==> src/rtl/speck_cipher_controller.sv <==
// SPECK128/128 sequencing controller: optional key expansion into a round-key
// buffer, then 32 encrypt/decrypt rounds at one round per clock.
module speck_cipher_controller #(
    parameter int ROUNDS = 32,
    parameter int WORD   = 64
) (
    input  logic              clk,
    input  logic              rst,
    input  logic              signal_start,
    input  logic              mode,
    input  logic              new_key,
    input  logic [2*WORD-1:0] key,
    input  logic [2*WORD-1:0] data_in,
    output logic [2*WORD-1:0] data_out,
    output logic              busy,
    output logic              finished,
    output logic              key_ready,
    output logic [3:0]        state_response
);
    localparam int CW = $clog2(ROUNDS);
    localparam logic [CW-1:0] LAST = CW'(ROUNDS - 1);

    typedef enum logic [3:0] {
        IDLE   = 4'd0,
        EXPAND = 4'd1,
        RUN    = 4'd2,
        DONE   = 4'd3
    } state_e;

    state_e            state_q;
    logic [CW-1:0]     cnt_q;
    logic              mode_q;
    logic [WORD-1:0]   x_q, y_q, k_q, l_q;
    logic [WORD-1:0]   rk_q [ROUNDS];
    logic [2*WORD-1:0] data_out_q;
    logic              busy_q, finished_q, key_ready_q;

    logic [WORD-1:0]   k_d, l_d, x_d, y_d, rk_sel, dec_y;
    logic              last;

    function automatic logic [WORD-1:0] ror(input logic [WORD-1:0] v, input int unsigned n);
        return (v >> n) | (v << (WORD - n));
    endfunction

    function automatic logic [WORD-1:0] rol(input logic [WORD-1:0] v, input int unsigned n);
        return (v << n) | (v >> (WORD - n));
    endfunction

    // Decrypt walks the buffer backwards so the same counter serves both modes.
    always_comb begin
        last   = (cnt_q == LAST);
        l_d    = (k_q + ror(l_q, 8)) ^ WORD'(cnt_q);
        k_d    = rol(k_q, 3) ^ l_d;
        rk_sel = mode_q ? rk_q[LAST - cnt_q] : rk_q[cnt_q];
        dec_y  = ror(x_q ^ y_q, 3);
        if (mode_q) begin
            y_d = dec_y;
            x_d = rol((x_q ^ rk_sel) - dec_y, 8);
        end else begin
            x_d = (ror(x_q, 8) + y_q) ^ rk_sel;
            y_d = rol(y_q, 3) ^ x_d;
        end
    end

    // Round-key storage carries no reset; key_ready guards its validity.
    always_ff @(posedge clk) begin
        if (state_q == EXPAND) rk_q[cnt_q] <= k_q;
    end

    always_ff @(posedge clk or posedge rst) begin
        if (rst) begin
            state_q     <= IDLE;
            cnt_q       <= '0;
            mode_q      <= 1'b0;
            x_q         <= '0;
            y_q         <= '0;
            k_q         <= '0;
            l_q         <= '0;
            data_out_q  <= '0;
            busy_q      <= 1'b0;
            finished_q  <= 1'b0;
            key_ready_q <= 1'b0;
        end else begin
            finished_q <= 1'b0;
            case (state_q)
                IDLE: begin
                    if (signal_start) begin
                        mode_q <= mode;
                        l_q    <= key[2*WORD-1:WORD];
                        k_q    <= key[WORD-1:0];
                        x_q    <= data_in[2*WORD-1:WORD];
                        y_q    <= data_in[WORD-1:0];
                        cnt_q  <= '0;
                        busy_q <= 1'b1;
                        if (new_key || !key_ready_q) begin
                            key_ready_q <= 1'b0;
                            state_q     <= EXPAND;
                        end else begin
                            state_q <= RUN;
                        end
                    end
                end
                EXPAND: begin
                    k_q   <= k_d;
                    l_q   <= l_d;
                    cnt_q <= cnt_q + 1'b1;
                    if (last) begin
                        key_ready_q <= 1'b1;
                        state_q     <= RUN;
                    end
                end
                RUN: begin
                    x_q   <= x_d;
                    y_q   <= y_d;
                    cnt_q <= cnt_q + 1'b1;
                    if (last) begin
                        data_out_q <= {x_d, y_d};
                        finished_q <= 1'b1;
                        state_q    <= DONE;
                    end
                end
                DONE: begin
                    busy_q  <= 1'b0;
                    state_q <= IDLE;
                end
                default: begin
                    busy_q  <= 1'b0;
                    state_q <= IDLE;
                end
            endcase
        end
    end

    assign data_out       = data_out_q;
    assign busy           = busy_q;
    assign finished       = finished_q;
    assign key_ready      = key_ready_q;
    assign state_response = state_q;

endmodule

==> config.mk <==
export PLATFORM = sky130hd
export DESIGN_NAME = speck_cipher_controller
export DESIGN_NICKNAME = d
export VERILOG_FILES = /design/src/rtl/speck_cipher_controller.sv
export SDC_FILE = /design/constraint.sdc
export NUM_CORES = 2
export LEC_CHECK = 0
export CAP_MARGIN = 5
export CORE_MARGIN = 1
export CORE_UTILIZATION = 45
export CTS_BUF_LIST = sky130_fd_sc_hd__clkbuf_8 sky130_fd_sc_hd__clkbuf_16
export DETAILED_ROUTE_END_ITERATION = 12
export GPL_TIMING_DRIVEN = 1
export HOLD_SLACK_MARGIN = 0.12
export SLEW_MARGIN = 30
export SYNTH_ARGS = -nofsm -noshare
export SYNTH_HDL_FRONTEND = slang
export SYNTH_SLANG_ARGS = --single-unit
==> constraint.sdc <==
create_clock -name clk -period 15.83 [get_ports clk]
set_clock_uncertainty 0.05 [all_clocks]
set_input_delay 3.166 -clock clk [delete_from_list [all_inputs] [get_ports clk]]
set_output_delay 3.166 -clock clk [all_outputs]
set_load 0.05 [all_outputs]
==> results.cfg <==
[clock_network]
cts_buffers = 274
worst_skew_pair.late_latency_ns = 0.91
cts_buffer_depth = 4
htreeDepth = 5
cts_tree = yes
hold_buffers = 0
cts_root_buffer = clkbuf_16
cts_sinks = 2443
clk_pin_slew_ns = 0.06
cts_setup_buffers = 0
post_cts_resized = 0

[placement]
pre_cts_slack_ns = 7.18
dp_cells = 12164
dp_hpwl_um = 280000
place_area_um2 = 134000
gp_congestion = 0.948
place.port_buffers = 393

[finish]
layout-drive-gt1-share = 0.207
area_growth_pct = 13.6
fin_cells = 12671
fin_util = 0.516
nets = 9204
final_cell_area_um2 = 143000

[critical_path]
start_kind = flip-flop
crit_path_max_incr_delay_ns = 1.02
worstPathArrival_ns = 9.52
path_cells = buf_4 > buf_4 > mux4_2 > mux4_2 > mux2i_1 > nand2_1 > o21ai_1 > xor2_1 > ha_1 > inv_1 > fa_1 > a21oi_1 > nor2_1 > o31ai_1 > a2111o_1 > a41oi_1 > a31oi_1 > o21ai_0 > a211oi_1 > xnor2_1 > a21oi_1 > a211oi_1 > a21o_1
slowest_stage = dfrtp_4
cp-end-kind = flip-flop
worstPathMaxFanout = 66
path_class = flip-flop to flip-flop
required_ns = 16.55

[die]
die_area_um2 = 282000
die_w_um = 531
initial_utilization = 0.454
io-pin-count = 396
core_region_area_um2 = 277000
fp-row-count = 193
fp.dieH_um = 531

[logic_synthesis]
seq_area_frac_synth = 0.567
ys.flop_type = edfxtp_1
synth_area_leaders = edfxtp_1, mux4_2, dfrtp_1, mux2i_1, nand2_1
ys_warn_count = 0
yosysUniqueCellTypes = 96
synth-async-reset-ratio = 0.162
synth_seq_cells = 2443
synth_top_area_share = 0.488
syn_area_per_cell_um2 = 15.0
synth.most_common_cell = edfxtp_1
synth_area_um2 = 126000
synthCells = 8380
synth_edf_count = 2048
synth_top_cell_by_area = edfxtp_1
synthTopCellsByCount = edfxtp_1, mux4_2, nand2_1

[timing]
tightest_slew_ns = 1.07
hold_viol_final = 0
min_period_ns = 8.80
maxSlewHeadroom = 0.290
setup_viol_count_final = 0
setup_slack_ns = 7.03
rsz0062_at_grt = false
max_clock_freq_mhz = 114
timing.hold.ws_ns = 0.428
setup_tns_ns = 0
maxSlewViolCount = 0
final.period_utilization = 0.556

[power]
leakage_nw = 48.8
p_total_mw = 33.8
power_density_nw_per_um2 = 237
max-vdd-ir-drop_mv = 0.139

[run]
maxCapViolCount = 0

[drt]
ant_nets = 0
dr.pass1.iters = 6
first_iter_violations = 11345
post_drt_wl_per_cell_um = 35.1
drc = 0
wirelength_um = 445000
viasPerCell = 6.67
vias = 84499

[grt]
grt_pass1_wl_um = 621000
grt_pass1_vias = 82215
grt-ovfl-total = 0
grt_start_max_net_pins = 149
grt_use_total = 0.311
grt_antenna_before_repair = 14

[min_path]
min_path_type = flip-flop to flip-flop

[run_status]
outcome = finished clean
[registers in the layout (all words and copies together) (netlist names)]
register / flops
x_q: 64
y_q: 64
key_ready: 1
data_out: 128
state_response: 2
rk_q: 2048
mode_q: 1
busy: 1
cnt_q: 5
finished: 1
l_q: 64
k_q: 64
[worst max-delay path, delay by kind of cell (launching register included)]
kind | cells | cell delay (ns)
AO/OA/AOI/OAI | 11 | 3.55
buffers and inverters | 3 | 1.47
multiplexers | 3 | 1.06
flip-flops | 1 | 1.02
adder cells (fa/ha/maj) | 2 | 0.73
XOR/XNOR | 2 | 0.51
AND/OR/NAND/NOR | 2 | 0.17
[per-layer routing]
metal | vias to the layer above | wire, µm | GRT usage
met5 | - | 11 | 0
met4 | 2 | 15700 | 0.105
met3 | 842 | 44900 | 0.0619
met2 | 5313 | 208000 | 0.495
met1 | 44101 | 177000 | 0.428
li1 | 34241 | - | -
[area by class of cell]
cell class                      instances  area, µm²
Fill cell                           22685     134000
Sequential cell                      2443      71400
Multi-Input combinational cell       5310      51600
Clock buffer                          293       7200
Timing Repair Buffer                  645       6230
Tap cell                             3705       4640
Clock inverter                        202       1720
Inverter                               64        262
Antenna cell                            9       22.5
[layout by cell type (no fill, tap or decap), types with 29 or more instances in the layout]
| cell | instances |
|---|---|
| o21ai_0 | 413 |
| dfrtp_1 | 373 |
| nor2_1 | 295 |
| o2111ai_1 | 41 |
| a211oi_1 | 32 |
| nand2b_1 | 33 |
| ha_1 | 199 |
| and3_1 | 53 |
| clkinv_2 | 45 |
| mux4_2 | 1018 |
| a31oi_1 | 55 |
| xor2_1 | 144 |
| a21o_1 | 125 |
| o22ai_1 | 66 |
| o211ai_1 | 47 |
| edfxtp_1 | 2048 |
| a22oi_1 | 164 |
| a21oi_1 | 439 |
| o21bai_1 | 38 |
| o21ai_1 | 67 |
| mux2i_1 | 376 |
| clkinv_1 | 47 |
| clkdlybuf4s50_1 | 393 |
| clkbuf_16 | 281 |
| nor3_1 | 29 |
| nand4_1 | 48 |
| xnor2_1 | 326 |
| nor2_4 | 34 |
| nor4_1 | 38 |
| a22o_1 | 36 |
| nand3_1 | 47 |
| inv_1 | 118 |
| buf_4 | 208 |
| nand2_1 | 789 |
[report_power, final]
group	switching [mW]	internal [mW]
Sequential	0.897	8.23
Combinational	11.5	6.83
Clock	2.69	3.66
[cell families (layout without fill, tap and decap cells)]
logic type,Yosys count,count (layout),share of synthesized area
AO/OA/AOI/OAI,1688,1688,0.0840
XOR/XNOR,482,482,0.0345
adder cells (fa/ha/maj),205,205,0.0205
buffers and inverters,628,1204,0.0273
flip-flops,2443,2443,0.567
multiplexers,1419,1419,0.214
other,1,11,0.0000298
AND/OR/NAND/NOR,1514,1514,0.0527
[final timing paths]
path	start	endpoint	slack [ns]	depth (start not counted)
max	cnt_q[1]	x_q[48]	7.03	23
min	data_out[16]	data_out[16]	0.43	2
max reg2reg	cnt_q[1]	x_q[48]	7.03	23
min reg2reg	data_out[16]	data_out[16]	0.43	2
max in group asynchronous	rst	k_q[7]	10.97	4
min in group asynchronous	rst	data_out[14]	2.77	2
Power figures use the tool's default switching activity.
